==> config.mk <==
export PLATFORM = sky130hd
export DESIGN_NAME = maq_bcd_mod
export DESIGN_NICKNAME = d
export VERILOG_FILES = /design/src/rtl/maq_bcd_mod.sv
export SDC_FILE = /design/constraint.sdc
export NUM_CORES = 1
export LEC_CHECK = 0
export ABC_AREA = 1
export BUFFER_PORTS_ARGS = -buffer_cell sky130_fd_sc_hd__buf_2
export CAP_MARGIN = 20
export CORE_ASPECT_RATIO = 1.1
export CORE_MARGIN = 2
export CORE_UTILIZATION = 51
export CTS_BUF_LIST = sky130_fd_sc_hd__clkbuf_8 sky130_fd_sc_hd__clkbuf_16
export CTS_CLUSTER_DIAMETER = 150
export DETAILED_ROUTE_END_ITERATION = 8
export PLACE_DENSITY_LB_ADDON = 0.25
export SLEW_MARGIN = 20
export SYNTH_ARGS = -nofsm -noshare
export SYNTH_HDL_FRONTEND = slang
export SYNTH_SLANG_ARGS = --single-unit
==> constraint.sdc <==
create_clock -name maqs_clock -period 1.5 [get_ports maqs_clock]
set_input_delay 0.075 -clock maqs_clock [delete_from_list [all_inputs] [get_ports maqs_clock]]
set_output_delay 0.075 -clock maqs_clock [all_outputs]
set_load 0.02 [all_outputs]
==> src/rtl/maq_bcd_mod.sv <==
// Two-digit BCD modulo counter stage (0..MOD-1) with up/down counting, synchronous clear,
// validated parallel load, terminal count and one-cycle carry/load-error pulses.
module maq_bcd_mod #(
   parameter int MOD   = 60,
   parameter int MSD_W = 3
) (
   input  logic             maqs_clock,
   input  logic             maqs_reset,
   input  logic             maqs_enable,
   input  logic             maqs_up,
   input  logic             maqs_clear,
   input  logic             maqs_load,
   input  logic [3:0]       maqs_load_lsd,
   input  logic [MSD_W-1:0] maqs_load_msd,
   output logic [3:0]       maqs_Lsd,
   output logic [MSD_W-1:0] maqs_Msd,
   output logic             maqs_tc,
   output logic             maqs_carry,
   output logic             maqs_load_err
);

   localparam int TOP = MOD - 1;
   localparam logic [3:0]       TOP_LSD = 4'(TOP % 10);
   localparam logic [MSD_W-1:0] TOP_MSD = MSD_W'(TOP / 10);

   generate
      if (MOD < 2 || MOD > 99) begin : g_bad_mod
         $error("maq_bcd_mod: MOD must be in 2..99");
      end
      if ((2 ** MSD_W) <= ((MOD - 1) / 10)) begin : g_bad_msd_w
         $error("maq_bcd_mod: MSD_W too narrow for MOD");
      end
   endgenerate

   logic             at_top;
   logic             at_zero;
   logic             state_legal;
   logic             load_valid;
   logic [3:0]       lsd_nxt;
   logic [MSD_W-1:0] msd_nxt;
   logic             carry_nxt;
   logic             load_err_nxt;

   assign at_top  = (maqs_Lsd == TOP_LSD) && (maqs_Msd == TOP_MSD);
   assign at_zero = (maqs_Lsd == 4'd0) && (maqs_Msd == '0);
   assign maqs_tc = maqs_up ? at_top : at_zero;

   // A value is in range when its tens digit is below the top, or equal with units not past it.
   assign state_legal = (maqs_Lsd <= 4'd9) &&
                        ((maqs_Msd < TOP_MSD) ||
                         ((maqs_Msd == TOP_MSD) && (maqs_Lsd <= TOP_LSD)));
   assign load_valid  = (maqs_load_lsd <= 4'd9) &&
                        ((maqs_load_msd < TOP_MSD) ||
                         ((maqs_load_msd == TOP_MSD) && (maqs_load_lsd <= TOP_LSD)));

   // NOTE: every output of this block is given a default first, so no path leaves one
   // unassigned and no latch is inferred.
   always_comb begin
      lsd_nxt      = maqs_Lsd;
      msd_nxt      = maqs_Msd;
      carry_nxt    = 1'b0;
      load_err_nxt = 1'b0;
      if (maqs_clear) begin
         lsd_nxt = 4'd0;
         msd_nxt = '0;
      end else if (maqs_load) begin
         if (load_valid) begin
            lsd_nxt = maqs_load_lsd;
            msd_nxt = maqs_load_msd;
         end else begin
            load_err_nxt = 1'b1;
         end
      end else if (maqs_enable) begin
         if (!state_legal) begin
            lsd_nxt = 4'd0;
            msd_nxt = '0;
         end else if (maqs_up) begin
            if (at_top) begin
               lsd_nxt   = 4'd0;
               msd_nxt   = '0;
               carry_nxt = 1'b1;
            end else if (maqs_Lsd == 4'd9) begin
               lsd_nxt = 4'd0;
               msd_nxt = maqs_Msd + MSD_W'(1);
            end else begin
               lsd_nxt = maqs_Lsd + 4'd1;
            end
         end else begin
            if (at_zero) begin
               lsd_nxt   = TOP_LSD;
               msd_nxt   = TOP_MSD;
               carry_nxt = 1'b1;
            end else if (maqs_Lsd == 4'd0) begin
               lsd_nxt = 4'd9;
               msd_nxt = maqs_Msd - MSD_W'(1);
            end else begin
               lsd_nxt = maqs_Lsd - 4'd1;
            end
         end
      end
   end

   // NOTE: state registers use non-blocking assignments so every flop samples pre-edge values.
   always_ff @(posedge maqs_clock or negedge maqs_reset) begin
      if (!maqs_reset) begin
         maqs_Lsd      <= 4'd0;
         maqs_Msd      <= '0;
         maqs_carry    <= 1'b0;
         maqs_load_err <= 1'b0;
      end else begin
         maqs_Lsd      <= lsd_nxt;
         maqs_Msd      <= msd_nxt;
         maqs_carry    <= carry_nxt;
         maqs_load_err <= load_err_nxt;
      end
   end

endmodule
==> results of run 1 <==
==> cells by family after synthesis <==
| logic type | Yosys count | synth area share |
|---|---|---|
| flops | 9 | 0.264 |
| xor+xnor | 2 | 0.0205 |
| simple gates | 82 | 0.465 |
| fa+ha+maj | 4 | 0.0587 |
| compound gates | 15 | 0.0997 |
| buf+inv | 19 | 0.0924 |
==> metal layers <==
layer	GRT usage	routed length, µm	vias to the layer above
met1	0.255	1040	444
met3	0.0346	97	2
met4	0.0848	10	0
met5	0	0	-
li1	-	-	484
met2	0.418	1200	27
==> cell usage after synthesis (3+ instances only) <==
master,count
a21boi_1,3
a21oi_1,4
dfrtp_1,9
ha_1,4
inv_1,15
nand2_1,44
nand3_1,10
nor2_1,16
nor2_4,4
o21ai_0,5
==> critical path: stages (launching register included) <==
cell and delay, ps:
dfrtp_2 440, inv_2 100, ha_4 130, inv_2 30, nor2_2 100, nand3_2 110
o21ai_4 160, buf_6 130
==> state kept, by name, indices dropped and copies added, names as in the netlist <==
name	count
maqs_Lsd	4
maqs_Msd	3
maqs_carry	1
maqs_load_err	1
==> path summary, 6_finish.rpt <==
check,to,slack (ps),cells past startpoint
max,maqs_tc,-9,7
min,maqs_Lsd[1],130,3
max reg2reg,maqs_Msd[2],0,9
min reg2reg,maqs_Msd[1],650,3
max in group asynchronous,maqs_Msd[0],1060,2
min in group asynchronous,maqs_Lsd[1],230,2
==> power by group through the flow <==
stage,clock network [mW],logic (mW),registers (mW)
floorplan,0,0.318,0.377
global placement,0,0.479,0.342
detailed placement,0,0.494,0.343
CTS,0.273,0.522,0.340
global route,0.293,0.682,0.355
finish,0.271,0.615,0.350
==> timing repair <==
item	4_1_cts	5_1_grt
pin swaps	1	10
setup endpoints to repair	2	4
setup buffers	2	4
hold endpoints to repair	9	0
gates resized for setup	4	17
hold buffers	1	0
==> layout make-up <==
type | instances | share of cell area
Clock buffer | 3 | 0.0355
Timing Repair Buffer | 31 | 0.163
Inverter | 18 | 0.0581
Tap cell | 17 | 0.0183
Multi-Input combinational cell | 103 | 0.527
Sequential cell | 9 | 0.195
Clock inverter | 1 | 0.00323
==> key figures, run 1 <==
Status
  • Status: finished, violations left
  • Failing checks: setup timing

GRT
  • Aggregate global routing overflow: 0
  • Total GRT Usage: 0.221
  • Antenna violations before repair: 0
  • Largest net degree at the start of global routing: 10
  • Number of global-route vias before repair: 835
  • First-pass GRT wire length: ~3300 µm

Logic synthesis
  • Count of cell types in the netlist: 22
  • Post-Synthesis Cells: between 100 and 150
  • Main synth FF type: dfrtp_1
  • EDFF count, synth: 0
  • Syn Area/Cell: about 6.5 µm²
  • #FFs+latches synth: 9
  • Register area share after synthesis: 0.264
  • Synthesis Warnings: 0
  • Cell Area, Synth: 853 µm²
  • Async set-or-reset flop fraction in the synthesized netlist: 1.00
  • Synth top area share: 0.264
  • Top post-synthesis cells by area: dfrtp_1, nand2_1, nor2_1
  • Syn nets: 148
  • Yosys top cell by area: dfrtp_1

Critical path
  • Worst EP arrival: 1430 ps
  • Kind of critical path: register to primary output
  • CP startpoint kind: register
  • Critical path origin: maqs_Msd[0]
  • Setup crit end kind: primary output
  • Crit path max fanout: 3
  • Worst Path Required: 1420 ps
  • Reg2Reg Launch Point: maqs_Msd[0]

Power and ir drop
  • Final Power: ~1.2 mW
  • Switching power: 524 µW
  • Internal: between 700 and 800 µW
  • Cell Pwr Density: 1060 nW/µm²
  • Sw Share: 0.424
  • Clock power share: 0.219
  • Comb pwr share: 0.497
  • Peak VDD IR: 0.737 mV
  • Reg power frac: 0.283
  • Lkg Pwr: 0.639 nW

Floorplanning
  • IO Pins: 23
  • Starting density of the core: 0.541
  • Die Ht: 46.9 µm
  • Die area: slightly above 2000 µm²
  • Site Rows: 15
  • Die width: roughly 43 µm
  • Placeable Area: 1580 µm²

Layout
  • Multi-input logic area: 613 µm²
  • Area delta synth->final: 36.4%
  • Finished Core Util: 0.738
  • Nets: 183
  • Number of diodes: 0
  • Most common cell after layout, fill and taps aside: nand2_1
  • Seq. cell area: 226 µm²
  • Design Area, Final: 1160 µm²
  • Layout cell share with drive strength beyond 1: 0.364
  • Filler Cell Count: 124
  • Non-filler instance count after layout: 182
  • Commonest cells after routing, fill and taps aside: nand2_1, buf_2, nor2_1, inv_1, dfrtp_1

Timing
  • Final WS setup: -8.68 ps
  • Final setup vio count: 1
  • Final period utilization: 1.01
  • Hold slack: 132 ps
  • Max_slew headroom: 0.808
  • Final hold vios: 0
  • FMAX: 663 MHz
  • Worst-Margin Slew: 288 ps
  • Minimum clock period: 1510 ps
  • RSZ-0062 raised after global routing: yes
  • Clock Skew: 5.11 ps
  • Setup TNS: -8.68 ps
  • Max-slew violations: 0

Clock network
  • TritonCTS clock tree: done
  • Depth of the CTS H-tree: 1
  • Max clock buf depth: 2
  • Clk root buf: clkbuf_8
  • Clk sinks: 9
  • Clock latency on the worst-skew pair: 230 ps
  • Clock-pin slew on the worst setup and hold paths: approximately 50 ps
  • TritonCTS Buffers: 3

Drt
  • Via count: 957
  • Vias/cell: 5.26
  • Drt wl/cell: 12.9 µm
  • First DRT Iteration DRCs: 27
  • Antenna Nets Post-Route: 0
  • # DRC: 0
  • DRT Wirelength: 2350 µm
  • First drt pass iteration count: 4

Flow run
  • Max-Cap Viols: 0

Place
  • Port bufs: 22
  • Place WS: around 13 ps
  • Placed instance area: 1000 µm²
  • DP Wirelength: between 1500 and 2000 µm
  • Post-Place Cells: 171
  • RePlAce Congestion: 0.766

Min path
  • HP Start: maqs_load_lsd[1]
  • Hold WC Path Type: input pin to register
(Power assumes the default switching activity.)
==> inputs of run 2 (changes only) <==
--- a/config.mk
+++ b/config.mk
@@ -14,6 +14,7 @@
 export CTS_BUF_LIST = sky130_fd_sc_hd__clkbuf_8 sky130_fd_sc_hd__clkbuf_16
 export CTS_CLUSTER_DIAMETER = 150
 export DETAILED_ROUTE_END_ITERATION = 8
+export GPL_TIMING_DRIVEN = 0
 export PLACE_DENSITY_LB_ADDON = 0.25
 export SLEW_MARGIN = 20
 export SYNTH_ARGS = -nofsm -noshare
==> run 2 against run 1 <==
The flow still finishes with violations (setup timing). Power increased by 2.7%. Count of clock-buffer cells in the layout unchanged. First-iteration DRC count decreased by 26%. Wire length increased by 1.3%.
==> key figures, run 2 (synthesized netlist as in run 1, its figures left out) <==
Timing
  • Final period utilization: 1.02 (+0.00944)
  • Max_slew headroom: 0.800 (-0.00775)
  • Final WS setup: -22.8 ps (-14.2 ps)
  • Max-slew violations: 0 (unchanged)
  • Hold slack: 145 ps (+13.7 ps)
  • Worst-Margin Slew: 298 ps (+10.5 ps)
  • Setup TNS: -24.7 ps (-16.0 ps)
  • Final setup vio count: 2 (+1)
  • FMAX: 657 MHz (-0.93%)
  • Final hold vios: 0 (unchanged)
  • Minimum clock period: 1520 ps (+14.2 ps)
  • RSZ-0062 raised after global routing: yes
  • Clock Skew: 1.07 ps (-4.04 ps)

Floorplanning
  • Placeable Area: 1580 µm² (unchanged)
  • Die area: 2020 µm² (unchanged)
  • Die Ht: 46.9 µm (unchanged)
  • Site Rows: 15 (unchanged)
  • Die width: 43 µm (unchanged)
  • Starting density of the core: 0.541 (unchanged)
  • IO Pins: 23 (unchanged)

Clock network
  • Depth of the CTS H-tree: 1 (unchanged)
  • Clk root buf: clkbuf_8
  • Max clock buf depth: 2 (unchanged)
  • Clk sinks: 9 (unchanged)
  • Clock latency on the worst-skew pair: 230 ps (about the same)
  • TritonCTS Buffers: 3 (unchanged)
  • TritonCTS clock tree: done
  • Clock-pin slew on the worst setup and hold paths: 40 ps (about the same)

Power and ir drop
  • Switching power: 544 µW (+3.8%)
  • Internal: 726 µW (+2.0%)
  • Peak VDD IR: 0.804 mV (+9.2%)
  • Comb pwr share: 0.517 (+0.020)
  • Sw Share: 0.428 (+0.00424)
  • Cell Pwr Density: 1070 nW/µm² (+0.36%)
  • Lkg Pwr: 0.645 nW (+0.80%)
  • Clock power share: 0.215 (-0.004)
  • Final Power: 1.27 mW (+2.7%)
  • Reg power frac: 0.268 (-0.015)

Critical path
  • FF-to-FF path depth: 10 (+1)
  • Crit path max fanout: 4 (+1)
  • CP startpoint kind: register
  • Kind of critical path: register to register
  • Worst Path Required: 1620 ps (+200 ps)
  • Reg2Reg Launch Point: maqs_Msd[1]
  • Reg2Reg Setup Slack: -20 ps (-20 ps)
  • Worst EP arrival: 1640 ps (+210 ps)
  • Critical Path End: maqs_Msd[2]
  • Critical R2R Capture: maqs_Msd[2]
  • Critical path origin: maqs_Msd[1]
  • Setup crit end kind: register

GRT
  • Antenna violations before repair: 0 (unchanged)
  • Aggregate global routing overflow: 0 (unchanged)
  • Total GRT Usage: 0.232 (+0.0110)
  • Number of global-route vias before repair: 876 (+4.9%)
  • Largest net degree at the start of global routing: 10 (unchanged)
  • First-pass GRT wire length: 3480 µm (+4.8%)

Min path
  • Hold Path Stages: 2 (-1)
  • HP Start: maqs_enable
  • Hold WC Path Type: input pin to register

Drt
  • First drt pass iteration count: 6 (+2)
  • Via count: 980 (+2.4%)
  • Drt wl/cell: 13.0 µm (+0.72%)
  • Vias/cell: 5.36 (+1.8%)
  • First DRT Iteration DRCs: 20 (-26%)
  • Antenna Nets Post-Route: 0 (unchanged)
  • DRT Wirelength: 2380 µm (+1.3%)
  • # DRC: 0 (unchanged)

Layout
  • Max FFs per register: 4 (unchanged)
  • Non-filler instance count after layout: 183 (+0.55%)
  • Nets: 184 (+0.55%)
  • Finished Core Util: 0.756 (+0.0175)
  • Design Area, Final: 1190 µm² (+2.4%)
  • Most common cell after layout, fill and taps aside: nand2_1
  • Biggest register: maqs_Lsd
  • Number of diodes: 0 (unchanged)
  • Commonest cells after routing, fill and taps aside: nand2_1, buf_2, nor2_1, inv_1, dfrtp_1
  • Area delta synth->final: 39.6%
  • Layout cell share with drive strength beyond 1: 0.373 (+0.00986)
  • Largest regs: maqs_Lsd (4), maqs_Msd (3)

Place
  • Post-Place Cells: 170 (-0.58%)
  • Port bufs: 22 (unchanged)
  • Place WS: -50.7 ps (-63.7 ps)
  • DP Wirelength: 1560 µm (-5.8%)
  • Placed instance area: 996 µm² (-0.38%)
  • RePlAce Congestion: 0.807 (+5.4%)

Flow run
  • Max-Cap Viols: 0 (unchanged)

Status
  • Failing checks: setup timing
  • Status: finished, violations left
[run 2: cell types whose count changed in the layout (fill, tap and decap cells not counted)]
cell,change
buf_4,-1
buf_6,+2
inv_2,+1
nor2_4,+1
nand3_4,+1
inv_1,-1
nand3_2,-1
nor2_2,-1
[run 2: worst min path at each step]
| stage | end | slack, ps |
|---|---|---|
| after floorplan | maqs_Lsd[0] | -220 |
| after detailed placement | maqs_Lsd[1] | -60 |
| final | maqs_carry | 150 |
| after global placement | maqs_Lsd[1] | -70 |
| after global routing | maqs_carry | 140 |
| after CTS | maqs_carry | 130 |
[run 2: repair_timing]
action / in CTS / in global routing
setup buffers: 5 / 3
pin swaps: 2 / 13
gates resized for setup: 7 / 18
hold buffers: 1 / 0
hold endpoints to repair: 9 / 0
endpoints found under the setup margin: 4 / 5
[run 2: layer usage]
layer	vias to the layer above	share of wire	routed length, µm	track usage
met5	-	0	0	0
met4	0	0.015	36	0.145
met3	5	0.053	125	0.0308
met2	33	0.50	1200	0.397
met1	454	0.43	1020	0.282
li1	488	-	-	-
[run 2: worst max-delay path, cell delays in order (launching register included)]
cell and delay (ps):
dfrtp_1 390, inv_2 130, ha_4 150, nand2_1 60, inv_2 60, nand4_1 150
buf_4 190, nand2_1 70, nor2_2 40, nor2_1 120, nor2_1 50
[run 2: final cells by class]
cell class                      count  area, µm²
Multi-Input combinational cell    103        626
Fill cell                         121        385
Sequential cell                     9        226
Timing Repair Buffer               31        194
Inverter                           18       67.6
Clock buffer                        3       41.3
Tap cell                           17       21.3
Buffer                              1       11.3
Clock inverter                      1       3.75
[run 2: power by group through the flow]
stage / sequential (mW) / clock, mW / combinational [mW]
final: 0.341 / 0.273 / 0.656
after global routing: 0.345 / 0.286 / 0.724
after CTS: 0.335 / 0.275 / 0.546
after detailed placement: 0.342 / 0 / 0.491
after global placement: 0.338 / 0 / 0.480
after floorplan: 0.377 / 0 / 0.318
==> inputs of run 3 (changes only) <==
--- a/config.mk
+++ b/config.mk
@@ -10,11 +10,12 @@
 export CAP_MARGIN = 20
 export CORE_ASPECT_RATIO = 1.1
 export CORE_MARGIN = 2
-export CORE_UTILIZATION = 51
+export CORE_UTILIZATION = 46
 export CTS_BUF_LIST = sky130_fd_sc_hd__clkbuf_8 sky130_fd_sc_hd__clkbuf_16
 export CTS_CLUSTER_DIAMETER = 150
 export DETAILED_ROUTE_END_ITERATION = 8
 export GPL_TIMING_DRIVEN = 0
+export HOLD_SLACK_MARGIN = 0.1
 export PLACE_DENSITY_LB_ADDON = 0.25
 export SLEW_MARGIN = 20
 export SYNTH_ARGS = -nofsm -noshare
==> constraint.sdc (replaced) <==
create_clock -name maqs_clock -period 1.4 [get_ports maqs_clock]
set_input_delay 0.07 -clock maqs_clock [delete_from_list [all_inputs] [get_ports maqs_clock]]
set_output_delay 0.07 -clock maqs_clock [all_outputs]
set_load 0.02 [all_outputs]
==> run 3 against run 2 <==
The flow still finishes with violations (setup timing). Clock skew increased by 2.3 ps. Utilization decreased by 7.5 points. Final area increased by 0.63%. Clock power increased by 5%. Sequential power increased by 6.7%. Final cell count unchanged. Combinational power increased by 7.3%. Worst setup slack got worse by 64 ps. Largest power group unchanged. Highest routed layer unchanged.
==> key figures, run 3 (synthesized netlist as in run 1, its figures left out) <==
Status
  • Status: finished, violations left
  • Failing checks: setup timing

Critical path
  • CP startpoint kind: register
  • Critical path origin: maqs_Msd[0]
  • Crit path max fanout: 4 (unchanged)
  • Kind of critical path: register to primary output
  • FF-to-FF path depth: 12 (+2)
  • Worst EP arrival: 1420 ps (-220 ps)
  • Critical R2R Capture: maqs_Msd[1]
  • Critical Path End: maqs_tc
  • Reg2Reg Launch Point: maqs_Msd[0]
  • Worst Path Required: 1330 ps (-290 ps)
  • Setup crit end kind: primary output
  • Reg2Reg Setup Slack: -80 ps (-60 ps)

Timing
  • Final period utilization: 1.06
  • Worst-Margin Slew: 270 ps (-27.9 ps)
  • Minimum clock period: 1490 ps
  • FMAX: 672 MHz
  • Final WS setup: -87.3 ps (-64.5 ps)
  • Final setup vio count: 6 (+4)
  • Clock Skew: 3.37 ps (+2.30 ps)
  • Final hold vios: 0 (unchanged)
  • RSZ-0062 raised after global routing: yes
  • Max-slew violations: 0 (unchanged)
  • Max_slew headroom: 0.820 (+0.0193)

Clock network
  • Clock latency on the worst-skew pair: 230 ps (about the same)
  • Max clock buf depth: 2 (unchanged)
  • Clk root buf: clkbuf_8
  • Clk sinks: 9 (unchanged)
  • Depth of the CTS H-tree: 1 (unchanged)
  • TritonCTS clock tree: done
  • Clock-pin slew on the worst setup and hold paths: 50 ps (about the same)
  • TritonCTS Buffers: 3 (unchanged)

Drt
  • Vias/cell: 5.19 (-3.1%)
  • Via count: 950 (-3.1%)
  • First drt pass iteration count: 4 (-2)
  • DRT Wirelength: 2190 µm (-7.8%)
  • # DRC: 0 (unchanged)
  • Antenna Nets Post-Route: 0 (unchanged)
  • First DRT Iteration DRCs: 20 (unchanged)
  • Drt wl/cell: 12.0 µm (-7.8%)

Floorplanning
  • Placeable Area: 1760 µm² (+12%)
  • Die Ht: 49.2 µm (+4.8%)
  • Die width: 45.1 µm (+4.8%)
  • Starting density of the core: 0.484 (-0.0569)
  • Die area: 2220 µm² (+9.9%)
  • IO Pins: 23 (unchanged)
  • Site Rows: 16 (+1)

Power and ir drop
  • Clock power share: 0.212 (-0.003)
  • Switching power: 570 µW (+4.9%)
  • Sw Share: 0.421 (-0.00738)
  • Lkg Pwr: 0.644 nW (about the same)
  • Reg power frac: 0.269 (about the same)
  • Comb pwr share: 0.519 (+0.002)
  • Peak VDD IR: 0.685 mV (-15%)
  • Internal: 785 µW (+8.1%)
  • Cell Pwr Density: 1130 nW/µm² (+6.1%)
  • Final Power: 1.36 mW (+6.8%)

Layout
  • Number of diodes: 0 (unchanged)
  • Biggest register: maqs_Lsd
  • Filler Cell Count: 154 (+27%)
  • Commonest cells after routing, fill and taps aside: nand2_1, buf_2, nor2_1, inv_1, dfrtp_1
  • Area delta synth->final: 40.5%
  • Largest regs: maqs_Lsd (4), maqs_Msd (3)
  • Non-filler instance count after layout: 183 (unchanged)
  • Max FFs per register: 4 (unchanged)
  • Nets: 183 (-0.54%)
  • Most common cell after layout, fill and taps aside: nand2_1
  • Layout cell share with drive strength beyond 1: 0.376 (+0.00226)

GRT
  • Largest net degree at the start of global routing: 10 (unchanged)
  • Number of global-route vias before repair: 830 (-5.3%)
  • Aggregate global routing overflow: 0 (unchanged)
  • Total GRT Usage: 0.205 (-0.0265)
  • First-pass GRT wire length: 3510 µm (+0.80%)
  • Antenna violations before repair: 0 (unchanged)

Min path
  • Hold WC Path Type: input pin to register

Place
  • RePlAce Congestion: 0.831 (+3.0%)
  • Port bufs: 22 (unchanged)
  • DP Wirelength: 1610 µm (+3.4%)
  • Post-Place Cells: 171 (+0.59%)

Flow run
  • Max-Cap Viols: 0 (unchanged)
run 3: cell type report:
| type | count | area [µm²] | share of cell area |
|---|---|---|---|
| tap | 18 | 22.5 | 0.0188 |
| timing repair buffer | 30 | 190 | 0.159 |
| buffer | 1 | 11.3 | 0.00939 |
| clock buffer | 3 | 41.3 | 0.0344 |
| multi-input combinational | 103 | 632 | 0.527 |
| sequential | 9 | 228 | 0.190 |
| inverter | 18 | 70.1 | 0.0585 |
| clock inverter | 1 | 3.75 | 0.00313 |
run 3: what timing repair did:
action                                  4_1_cts  5_1_grt
endpoints found under the hold margin         9        0
endpoints found under the setup margin        5        8
gates resized for setup                       4       18
hold buffers                                  1        0
buffers inserted                              5        2
pin swaps                                     3       11
run 3: critical path, stage by stage (launching register included):
cell and delay [ps]:
dfrtp_2 440, inv_2 90, ha_4 120, inv_2 40
nor2_4 120, nand3_4 90, o21ai_4 160, buf_6 130
run 3: metal layers:
layer | track usage | up-vias | part of all wire
met5 | 0 | - | 0
met4 | 0.0441 | 0 | 0.022
met3 | 0.0111 | 6 | 0.046
met2 | 0.326 | 33 | 0.50
met1 | 0.303 | 429 | 0.43
li1 | - | 482 | -
run 3: worst min path at each step:
stage | from | end | slack (ps) | cells after the start
floorplan | maqs_reset | maqs_Lsd[0] | -230 | 0
global placement | maqs_reset | maqs_Lsd[1] | -70 | 1
detailed placement | maqs_reset | maqs_Lsd[1] | -70 | 1
CTS | maqs_enable | maqs_carry | 120 | 2
global route | maqs_enable | maqs_carry | 140 | 2
finish | maqs_enable | maqs_carry | 120 | 2
run 3: power groups by stage:
stage / sequential [mW] / combinational [mW] / clock (mW)
2_1_floorplan: 0.408 / 0.348 / 0
3_3_place_gp: 0.365 / 0.524 / 0
3_5_place_dp: 0.367 / 0.535 / 0
4_1_cts: 0.358 / 0.595 / 0.290
5_1_grt: 0.369 / 0.777 / 0.309
6_report: 0.364 / 0.704 / 0.287
run 3: stage by stage:
step                      area (µm²)  setup TNS, ps  worst slack (ps)  hold slack [ps]   util
after global placement          1000           -153             -58.8            -73.6  0.570
after floorplan                  872          -17.3             -17.3             -226      -
after global routing            1200           -816              -182              137  0.680
after CTS                       1110           -230             -62.5              124  0.630
after detailed placement        1000           -217             -86.4            -68.9  0.570
final                           1200           -372             -87.3              122  0.680
